--- src/rtl/reg_scoreboard.sv ---
// Register-hazard scoreboard for the 32 x 64-bit integer register file.
// Tracks in-flight writes, holds conflicting issue, releases on writeback.
module reg_scoreboard (
  input  logic        clk,
  input  logic        rst,
  input  logic        issue_valid,
  output logic        issue_ready,
  input  logic        issue_rs1_en,
  input  logic        issue_rs2_en,
  input  logic [4:0]  issue_rs1,
  input  logic [4:0]  issue_rs2,
  input  logic        issue_rd_en,
  input  logic [4:0]  issue_rd,
  input  logic        wb_valid,
  input  logic [4:0]  wb_addr,
  input  logic        flush,
  output logic [31:0] busy_vec,
  output logic [5:0]  outstanding,
  output logic [31:0] stall_cycles,
  output logic        err
);

  logic        wb_hit;
  logic        rs1_conf;
  logic        rs2_conf;
  logic        rd_conf;
  logic        fire;
  logic        stall;
  logic        spurious;
  logic [31:0] set_vec;
  logic [31:0] clr_vec;
  logic [31:0] busy_nxt;
  logic [5:0]  pop_nxt;

  assign wb_hit = wb_valid && (wb_addr != 5'd0);

  // A release in the same cycle is not a conflict: the regfile forwards.
  assign rs1_conf = issue_rs1_en && (issue_rs1 != 5'd0) &&
                    busy_vec[issue_rs1] &&
                    !(wb_valid && (wb_addr == issue_rs1));
  assign rs2_conf = issue_rs2_en && (issue_rs2 != 5'd0) &&
                    busy_vec[issue_rs2] &&
                    !(wb_valid && (wb_addr == issue_rs2));
  assign rd_conf  = issue_rd_en && (issue_rd != 5'd0) &&
                    busy_vec[issue_rd] &&
                    !(wb_valid && (wb_addr == issue_rd));

  assign issue_ready = !rst && !flush &&
                       !rs1_conf && !rs2_conf && !rd_conf;
  assign fire     = issue_valid && issue_ready;
  assign stall    = issue_valid && !issue_ready && !flush;
  assign spurious = wb_hit && !busy_vec[wb_addr] && !flush;

  always_comb begin
    set_vec = 32'd0;
    clr_vec = 32'd0;
    if (fire && issue_rd_en && (issue_rd != 5'd0))
      set_vec[issue_rd] = 1'b1;
    if (wb_hit)
      clr_vec[wb_addr] = 1'b1;
  end

  // Set wins over clear so a re-issue to a releasing register stays busy.
  always_comb begin
    if (flush) busy_nxt = 32'd0;
    else       busy_nxt = (busy_vec & ~clr_vec) | set_vec;
    busy_nxt[0] = 1'b0;
  end

  always_comb begin
    pop_nxt = 6'd0;
    for (int i = 1; i < 32; i++)
      pop_nxt = pop_nxt + {5'd0, busy_nxt[i]};
  end

  always_ff @(posedge clk) begin
    if (rst) begin
      busy_vec     <= 32'd0;
      outstanding  <= 6'd0;
      stall_cycles <= 32'd0;
      err          <= 1'b0;
    end else begin
      busy_vec    <= busy_nxt;
      outstanding <= pop_nxt;
      if (stall && (stall_cycles != 32'hFFFF_FFFF))
        stall_cycles <= stall_cycles + 32'd1;
      if (spurious)
        err <= 1'b1;
    end
  end

endmodule

--- config.mk ---
export PLATFORM = sky130hd
export DESIGN_NAME = reg_scoreboard
export DESIGN_NICKNAME = d
export VERILOG_FILES = /design/src/rtl/reg_scoreboard.sv
export SDC_FILE = /design/constraint.sdc
export NUM_CORES = 1
export LEC_CHECK = 0
export BUFFER_PORTS_ARGS = -buffer_cell sky130_fd_sc_hd__buf_2
export CAP_MARGIN = 0
export CELL_PAD_IN_SITES_DETAIL_PLACEMENT = 1
export CELL_PAD_IN_SITES_GLOBAL_PLACEMENT = 2
export CORE_ASPECT_RATIO = 0.7
export CORE_MARGIN = 8
export CORE_UTILIZATION = 37
export CTS_CLUSTER_SIZE = 10
export DETAILED_ROUTE_END_ITERATION = 12
export PLACE_DENSITY_LB_ADDON = 0.1
export SYNTH_ARGS = -nofsm -noshare
export SYNTH_HDL_FRONTEND = slang
export SYNTH_SLANG_ARGS = --single-unit
--- constraint.sdc ---
create_clock -name clk -period 15.8 [get_ports clk]
set_input_delay 3.16 -clock clk [delete_from_list [all_inputs] [get_ports clk]]
set_output_delay 3.16 -clock clk [all_outputs]
set_load 0.01 [all_outputs]
# Word-level counts from Yosys, hierarchy flattened
# Index checks and enable logic that the tools add are counted.
# classes
mux	15
n_bitwise	3
reduce_logical	41
order_cmp	6
eq_ne	4
addsub	31
# op_table
op	count
adder 6 x 1 -> 6 bit	25
two-way mux 32 bit	3
adder 32 x 1 -> 32 bit (second input constant)	1
AND 32 bit	1
inequality test 32 bit (second input constant)	1
NOT 32 bit	1
bitwise OR 32 bit	1
logical AND 1 bit	27
< comparator 5 x 6 -> 1 bit (second input constant)	4
binary-select mux 1 bit (select 5 bit)	4
nonzero test 5 bit	4
== test 5 bit	3
demux 1 bit (select 5 bit)	2
>= comparator 5 x 1 -> 1 bit (second input constant)	2
logical NOT 1 bit	10
adder 5 x 1 -> 6 bit	1
two-way mux 1 bit	6
adder 4 x 1 -> 5 bit	1
adder 3 x 1 -> 4 bit	1
adder 2 x 1 -> 3 bit	1
adder 1 x 1 -> 2 bit	1
# totals
out_inout_bits	72
register_bits	71
elab_cells	105
inputBits	28

# Longest topological paths before layout
# Gate-level depths: netlist (run 1).
# logic_depth
ltp_word	44
depth_mapped	25
depth_no_buf	23

# Worst setup path before layout (run 1)
# OpenSTA, ideal clock, no wires.
# synth_timing
path_kind	input port to flip-flop
start	input issue_rs2[0]
end	register outstanding[4]
t_arrival_ns	9.533
n_path_buf	2
cell_stages	24
t_required_ns	15.672
slack_ns	6.140
setup_time_ns	0.128
path_cell_list	clkbuf_1 > mux4_2 > mux2i_1 > nor2b_1 > o2111a_1 > buf_6 > a2111oi_4 > a22oi_1 > or2_1 > fa_1 > fa_1 > fa_1 > fa_1 > fa_1 > inv_1 > fa_1 > fa_1 > inv_1 > fa_1 > inv_1 > a21o_1 > a21oi_1 > xor2_1 > nor2_1
# synth_via
elab_chain_cells	43
elab_cells_between_ends	48
classes_between	add/sub (30); eq/ne (1); mux (4); bitwise (1); reduce/logical (12)
# synth_lines
item	line	text
start, declared	11	input logic [4:0] issue_rs2,
binary-select mux 1 bit (select 5 bit) (tied with other cells)	42	busy_vec[issue_rs2] &&
two-way mux 1 bit (not written as such) (tied with other cells)	42	
logical AND 1 bit or logical NOT 1 bit (tied branches)	41, 43	
logical AND 1 bit *	42	
logical NOT 1 bit *	49	!rs1_conf && !rs2_conf && !rd_conf;
logical AND 1 bit * (2 in a row)	49	
logical AND 1 bit *	50	assign fire = issue_valid && issue_ready;
logical AND 1 bit * (2 in a row)	57	if (fire && issue_rd_en && (issue_rd != 5'd0))
[2 not listed]	--	
two-way mux 32 bit *	65	if (flush) busy_nxt = 32'd0;
adder 1 x 1 -> 2 bit	73	pop_nxt = pop_nxt + {5'd0, busy_nxt[i]};
adder 2 x 1 -> 3 bit	73	
adder 3 x 1 -> 4 bit	73	
adder 4 x 1 -> 5 bit	73	
adder 5 x 1 -> 6 bit	73	
adder 6 x 1 -> 6 bit (24 in a row)	73	
adder 6 x 1 -> 6 bit *	73	
end signal, assigned	84	outstanding <= pop_nxt;
end, declared	18	output logic [5:0] outstanding,
# Mark *: on every way between the ends. The rest lies on a longest branch, timed or not. The select of a mux whose other input is x is not followed.
# A chain may end at the register's enable or synchronous reset.

# Worst setup path after layout (run 1)
# Same ends and word-level chain as after synthesis.

==> results of run 1 <==
## critical path, cell delays in order
cell	delay [ns]
buf_2	0.27
mux4_1	0.60
mux2_2	0.27
or3_1	0.31
o2111a_1	0.34
a211oi_4	0.28
buf_4	0.43
nand4_1	0.20
a21o_1	0.27
fa_1	0.57
fa_1	0.46
fa_1	0.55
fa_1	0.45
fa_1	0.51
inv_1	0.05
fa_1	0.44
fa_1	0.41
inv_1	0.08
fa_1	0.22
inv_1	0.06
a21o_1	0.18
a21oi_1	0.18
xor2_1	0.17
nor2_1	0.05
## layout by cell type (no fill, tap or decap), types with 3 or more instances in the layout
master     count
nor4_1         3
buf_4          7
nand2b_1       5
mux4_2        23
nor3b_1       19
fa_1          23
and3_1         8
o21a_1         5
nand3_1       25
ha_1           8
xor2_1        11
and4_1         7
o21ai_0        9
dfxtp_1       70
clkbuf_16      9
a221oi_1       3
a21o_1         8
nor4b_1        8
nand4_1       21
or2_1          6
or3_1          5
nor2b_1       42
nor2_1        77
nor3_1         8
mux2_1        22
nand2_1       33
buf_2         98
inv_1         21
mux2i_1       11
mux2_2        16
a22oi_1        5
and2_1         3
nand3b_1      11
a21oi_1       67
xnor2_1        7
## path summary, 6_finish.rpt
path | start | to | slack [ns] | cells after the start
setup / recovery | issue_rs2[0] | outstanding[4] | 5.44 | 24
hold reg to reg | err | err | 0.53 | 2
hold / removal | err | err | 0.53 | 2
setup reg to reg | busy_vec[24] | outstanding[4] | 8.19 | 23
## sequential cells by signal (all words and copies together), names as in the netlist
signal        flops
stall_cycles     32
busy_vec         31
outstanding       6
err               1
## report_power, final
part	switching (mW)	total (mW)	internal, mW
sequential	0.000938	0.178	0.177
combinational	0.0386	0.0555	0.0169
clock	0.0787	0.217	0.138
total	0.118	0.450	0.332
## synthesized netlist by cell type (2+ instances only)
cell type and number:
or2_1 6, buf_1 6, mux2_2 16, nand2_1 33, nor3b_1 19, mux4_2 23
clkbuf_1 35, dfxtp_1 70, o31ai_1 2, a2111oi_4 2, nor4b_1 8, fa_1 23
a31oi_1 3, or3_1 5, and3b_1 2, and4_1 7, nor3_1 8, and3_1 8
ha_1 8, nand4_1 21, nor2_1 78, o21a_1 5, a221oi_1 3, a22o_1 2
mux2i_1 11, nand3_1 25, nand2b_1 5, xnor2_1 7, mux2_1 22, nor2b_1 42
nand3b_1 11, a21o_1 8, inv_1 21, buf_2 9, o21ai_0 9, and2_1 3
nor4_1 3, a21oi_1 67, xor2_1 11, a22oi_1 5, or2_2 2
## final cells by class
type,count,area (sq um),area share (%)
Sequential cell,70,1400,20.8
Clock buffer,10,229,3.41
Timing Repair Buffer,105,543,8.08
Multi-Input combinational cell,527,4130,61.5
Tap cell,200,250,3.72
Clock inverter,5,85.1,1.27
Inverter,21,78.8,1.17
## metrics by stage
stage	instance area [sq um]	cells	hold slack [ns]
floorplan	5820	671	0.511
global placement	6410	923	0.481
detailed placement	6410	923	0.520
CTS	6720	938	0.534
global route	6720	938	0.556
finish	6720	938	0.533
## cell families after synthesis
kind of cell / share of synthesized area [%]
compound gates: 12.8
xor+xnor: 2.71
fa+ha+maj: 9.63
buf+inv: 5.18
flops: 24.1
mux: 18.6
other cells: 0.0644
simple gates: 26.9
## per-layer routing
layer,vias up,wire (um),GRT usage [%]
met1,2793,10500,32.0
met4,0,416,6.00
met5,-,0,0
met2,230,9180,31.1
li1,2521,-,-
met3,39,2070,6.60
==> impl_results.md, run 1 <==
- Setup violators final: 0
- Post-synthesis sequential area ratio: 24.1%
- Final period util: ~66%
- Post-Syn Area: approximately 5800 sq um
- Fillers: around 1800
- Synth-to-Final Area Change: 15.5%
- Worst VDD drop: between 40 and 50 uV
- Top cells by area, synth: dfxtp_1, mux4_2, fa_1
- Crit Path Max Fanout: 40
- Post-synth EDFFs: 0
- DRC viols: 0
- Post-DR wirelength/cell: ~24 um
- Fin. max-slew vios: 0
- Nets: 793
- Clock Skew: about 0.013 ns
- Synth Register Bits: 70
- Tot Pwr: between 400 and 500 uW
- Mean number of vias per cell: between 5 and 6
- Fmax: between 90 and 100 MHz
- Fin. Hold Viols: 0
- Die height: about 120 um
- Via count: 5583
- Core Area: ~15000 sq um
- Fin Setup TNS: 0 ns
- Vias in the first global route: 5773
- CTS tree: yes
- Synth Area per Inst: slightly below 9 sq um
- Max Cap Viol: 0
- Crit path kind: input pin to register
- Worst Path Required: ~16 ns
- Layout cell share with drive strength beyond 1: 22.8%
- Slew @ Worst Pin: roughly 1.1 ns
- Diode count: 0
- Die width: about 170 um
- CTS Buf Count: 9
- Crit path DAT: around 11 ns
- Top cell type's share of synthesized area: 24.1%
- Worst Setup Start Kind: input pin
- Post-Syn Nets: 730
- Pleak: between 2 and 3 nW
- Cells after Synth: about 670
- Clock Pin Slew Worst Setup and Hold Paths: approximately 0.06 ns
- First-pass GRT wire length: between 30000 and 40000 um
- Starting DRC count in detailed routing: between 500 and 600
- Synth area leader: dfxtp_1
- CTS max path bufs: 2
- Hold Path Class: register to register
- Slew HR: around 28%
- H-tree Lvls: 3
- All-layer global routing usage: 22.1%
- DR pass1 iterations: 5
- Num rows: 38
- Util after Layout: between 40% and 50%
- Worst setup EP type: register
- Minimum clock period: approximately 10 ns
- Port Buffers: between 90 and 100
- Placement Setup Slack: between 5 and 6 ns
- Grt total ovfl: 0
- DIE AREA: 20100 sq um
- Run status: complete, no violations
- Post-CTS Resized: 0
- Smallest setup slack after layout: 5.44 ns
- Post-synth ARST share: 0%
- I/O Pins: 100
- Antenna viol nets, final: 0
- DP HPWL: approximately 17000 um
- Initial Utilization: 37.7%
- Root Buffer: clkbuf_16
- Synth Warn #: 0
- Routability cong.: approximately 0.9
- Clock Sinks: 70
- Clock Latency Late Sink: 0.34 ns
- Post-synth cell types: 58
- Top_reg_cell synth: dfxtp_1
- RSZ-0062 raised after global routing: no
- Initial antenna violation count: 0
- Postcts setup bufs: 0
- Largest net degree at the start of global routing: 90
- Post-CTS Hold Buffers: 0
- Routed WL: about 22000 um
- Pwr dens: 67.0 nW/um^2
Power figures use the tool's default switching activity.
==> run 2: changes to the inputs <==
--- a/config.mk
+++ b/config.mk
@@ -11,7 +11,7 @@
 export CELL_PAD_IN_SITES_GLOBAL_PLACEMENT = 2
 export CORE_ASPECT_RATIO = 0.7
 export CORE_MARGIN = 8
-export CORE_UTILIZATION = 37
+export CORE_UTILIZATION = 31
 export CTS_CLUSTER_SIZE = 10
 export DETAILED_ROUTE_END_ITERATION = 12
 export PLACE_DENSITY_LB_ADDON = 0.1
==> constraint.sdc (replaced) <==
create_clock -name clk -period 8.6 [get_ports clk]
set_input_delay 1.72 -clock clk [delete_from_list [all_inputs] [get_ports clk]]
set_output_delay 1.72 -clock clk [all_outputs]
set_load 0.01 [all_outputs]
==> impl_results.md, run 2 (same netlist as run 1, synthesis figures left out) <==
- CTS Buf Count: 9 (unchanged)
- Grt total ovfl: 0 (unchanged)
- RSZ-0062 raised after global routing: no
- Clock Skew: 0.0110 ns (-0.00184 ns)
- Cell Area, Placed: 6660 sq um (+3.9%)
- Final period util: 95.7%
- Crit Path Max Fanout: 6 (-85%)
- Clock Pin Slew Worst Setup and Hold Paths: 0.07 ns (about the same)
- Hold Path Class: register to register
- Worst setup EP type: register
- Fmax: around 120 MHz
- DIE AREA: 23500 sq um (+17%)
- Slew @ Worst Pin: 0.838 ns (-0.244 ns)
- Fin. max-slew vios: 0 (unchanged)
- Worst Path Required: 8.82 ns (-7.17 ns)
- Clock Sinks: 70 (unchanged)
- Final instance area: 6930 sq um (+3.1%)
- CTS tree: yes
- Reg2reg setup slack: 1.46 ns (-6.73 ns)
- Fin. Hold Viols: 0 (unchanged)
- Post-CTS Hold Buffers: 0 (unchanged)
- Core Area: 18700 sq um (+21%)
- DP HPWL: 17700 um (+5.9%)
- All-layer global routing usage: 19.4% (-2.7 points)
- Max Cap Viol: 0 (unchanged)
- Tot Pwr: 793 uW (+76%)
- H-tree Lvls: 3 (unchanged)
- Hold Path Sink: err
- Root Buffer: clkbuf_16
- DRC viols: 0 (unchanged)
- Postcts setup bufs: 0 (unchanged)
- Capturing point of the worst reg2reg path: outstanding[4]
- Max reg flops: 32 (unchanged)
- Num rows: 42 (+11%)
- DR pass1 iterations: 4 (-1)
- Min-delay src: err
- RR Startpoint: busy_vec[25]
- Synth-to-Final Area Change: 19.1%
- Clock Latency Late Sink: 0.34 ns (about the same)
- Worst Setup Start Kind: input pin
- R2R depth: 23 (unchanged)
- Run status: complete, no violations
- Crit path DAT: 8.45 ns (-2.10 ns)
- Layout cell share with drive strength beyond 1: 25.5% (+2.7 points)
- Mean number of vias per cell: 5.63 (-5.3%)
- Antenna viol nets, final: 0 (unchanged)
- Setup violators final: 0 (unchanged)
- Fillers: 2187 (+20%)
- Routed WL: 23100 um (+3.8%)
- Die width: 180 um (+8.4%)
- Worst VDD drop: 62.0 uV (+35%)
- Largest reg by FF count: stall_cycles
- Pleak: 2.90 nW (+4.0%)
- Crit path kind: input pin to register
- Minimum clock period: between 8 and 9 ns
- Util after Layout: 37.2% (-6.3 points)
- Slew HR: 43.7% (+16 points)
- Routability cong.: 0.918 (+1.2%)
- First-pass GRT wire length: 35100 um (+0.81%)
- GR Layer Usage met3: 4.81% (-1.8 points)
- Fin Setup TNS: 0 ns (unchanged)
- Hold depth: 2 (unchanged)
- Met2 usage: 28.8% (-2.4 points)
- I/O Pins: 100 (unchanged)
- Largest regs: stall_cycles: 32 flops, busy_vec: 31 flops, outstanding: 6 flops
- Post-CTS Resized: 0 (unchanged)
- Starting DRC count in detailed routing: 375 (-30%)
- Largest net degree at the start of global routing: 56 (-38%)
- Met1 GRT Util: 27.7% (-4.3 points)
- Die height: 131 um (+8.0%)
- Pwr dens: 114 nW/um^2 (+71%)
- Initial antenna violation count: 0 (unchanged)
- Top Usage Layer GRT: met2
- Via count: 5679 (+1.7%)
- CTS max path bufs: 2 (unchanged)
- Most frequent cells in the layout: buf_2, nor2_1, dfxtp_1
- Post-DR wirelength/cell: 22.9 um (-3.4%)
- Initial Utilization: 31.2% (-6.5 points)
- Port Buffers: 98 (unchanged)
- Nets: 819 (+3.3%)
- Vias in the first global route: 5753 (-0.35%)
- Commonest non-fill, non-tap cell in the layout: buf_2
==> run 2: cell types whose count changed in the layout (fill, tap and decap cells not counted) <==
cell / delta
clkinv_4: -1
clkinv_2: +1
inv_6: +2
clkinvlp_4: +1
buf_4: +26
diode_2: +1
bufinv_16: -2
==> run 2: worst max-delay path by stage <==
stage | to | slack (ns) | cells after the start | start
final | outstanding[4] | 0.37 | 24 | issue_rs2[0]
after global routing | outstanding[4] | 0.11 | 26 | issue_rs1[1]
after CTS | outstanding[4] | 0.36 | 24 | issue_rs2[0]
after detailed placement | outstanding[4] | 0.0009 | 24 | issue_rs2[0]
after global placement | outstanding[4] | 0.13 | 24 | issue_rs2[0]
after floorplan | outstanding[4] | 0.38 | 24 | issue_rs2[0]
==> run 2: report_power, final <==
group	switching, mW	internal [mW]
combinational	0.0749	0.0379
clock	0.156	0.197
sequential	0.00170	0.325
==> run 2: area by class of cell <==
cell class	instances	area [sq um]	area share [%]
clock buffers	10	229	3.30
flip-flops and latches	70	1400	20.2
diodes	1	2.50	0.0361
repair buffers	131	738	10.6
clock inverters	6	46.3	0.668
well taps	242	303	4.37
multi-input cells	527	4130	59.6
inverters	21	78.8	1.14
==> run 2: worst max-delay path: stages <==
cell and delay, ns:
buf_2 0.14, mux4_1 0.56, mux2_2 0.27, or3_1 0.31
o2111a_1 0.24, a2111oi_4 0.39, buf_4 0.22, a21oi_1 0.08
or2_1 0.24, fa_1 0.57, fa_1 0.44, fa_1 0.51
fa_1 0.44, fa_1 0.51, inv_1 0.05, fa_1 0.45
fa_1 0.42, inv_1 0.09, fa_1 0.21, inv_1 0.05
a21o_1 0.17, a21oi_1 0.16, xor2_1 0.15, nor2_1 0.05
==> run 2: per-layer routing <==
metal	up-vias	part of all wire, %
met5	-	0
met4	0	1.2
met3	21	6.6
met2	188	43
met1	2896	49
li1	2574	-
==> run 2: stage by stage <==
step	hold WS [ns]	cells	worst slack, ns
3_5_place_dp	0.503	991	0.000903
2_1_floorplan	0.511	671	0.380
5_1_grt	0.563	1007	0.109
6_report	0.515	1008	0.369
4_1_cts	0.517	1007	0.359
3_3_place_gp	0.472	991	0.135
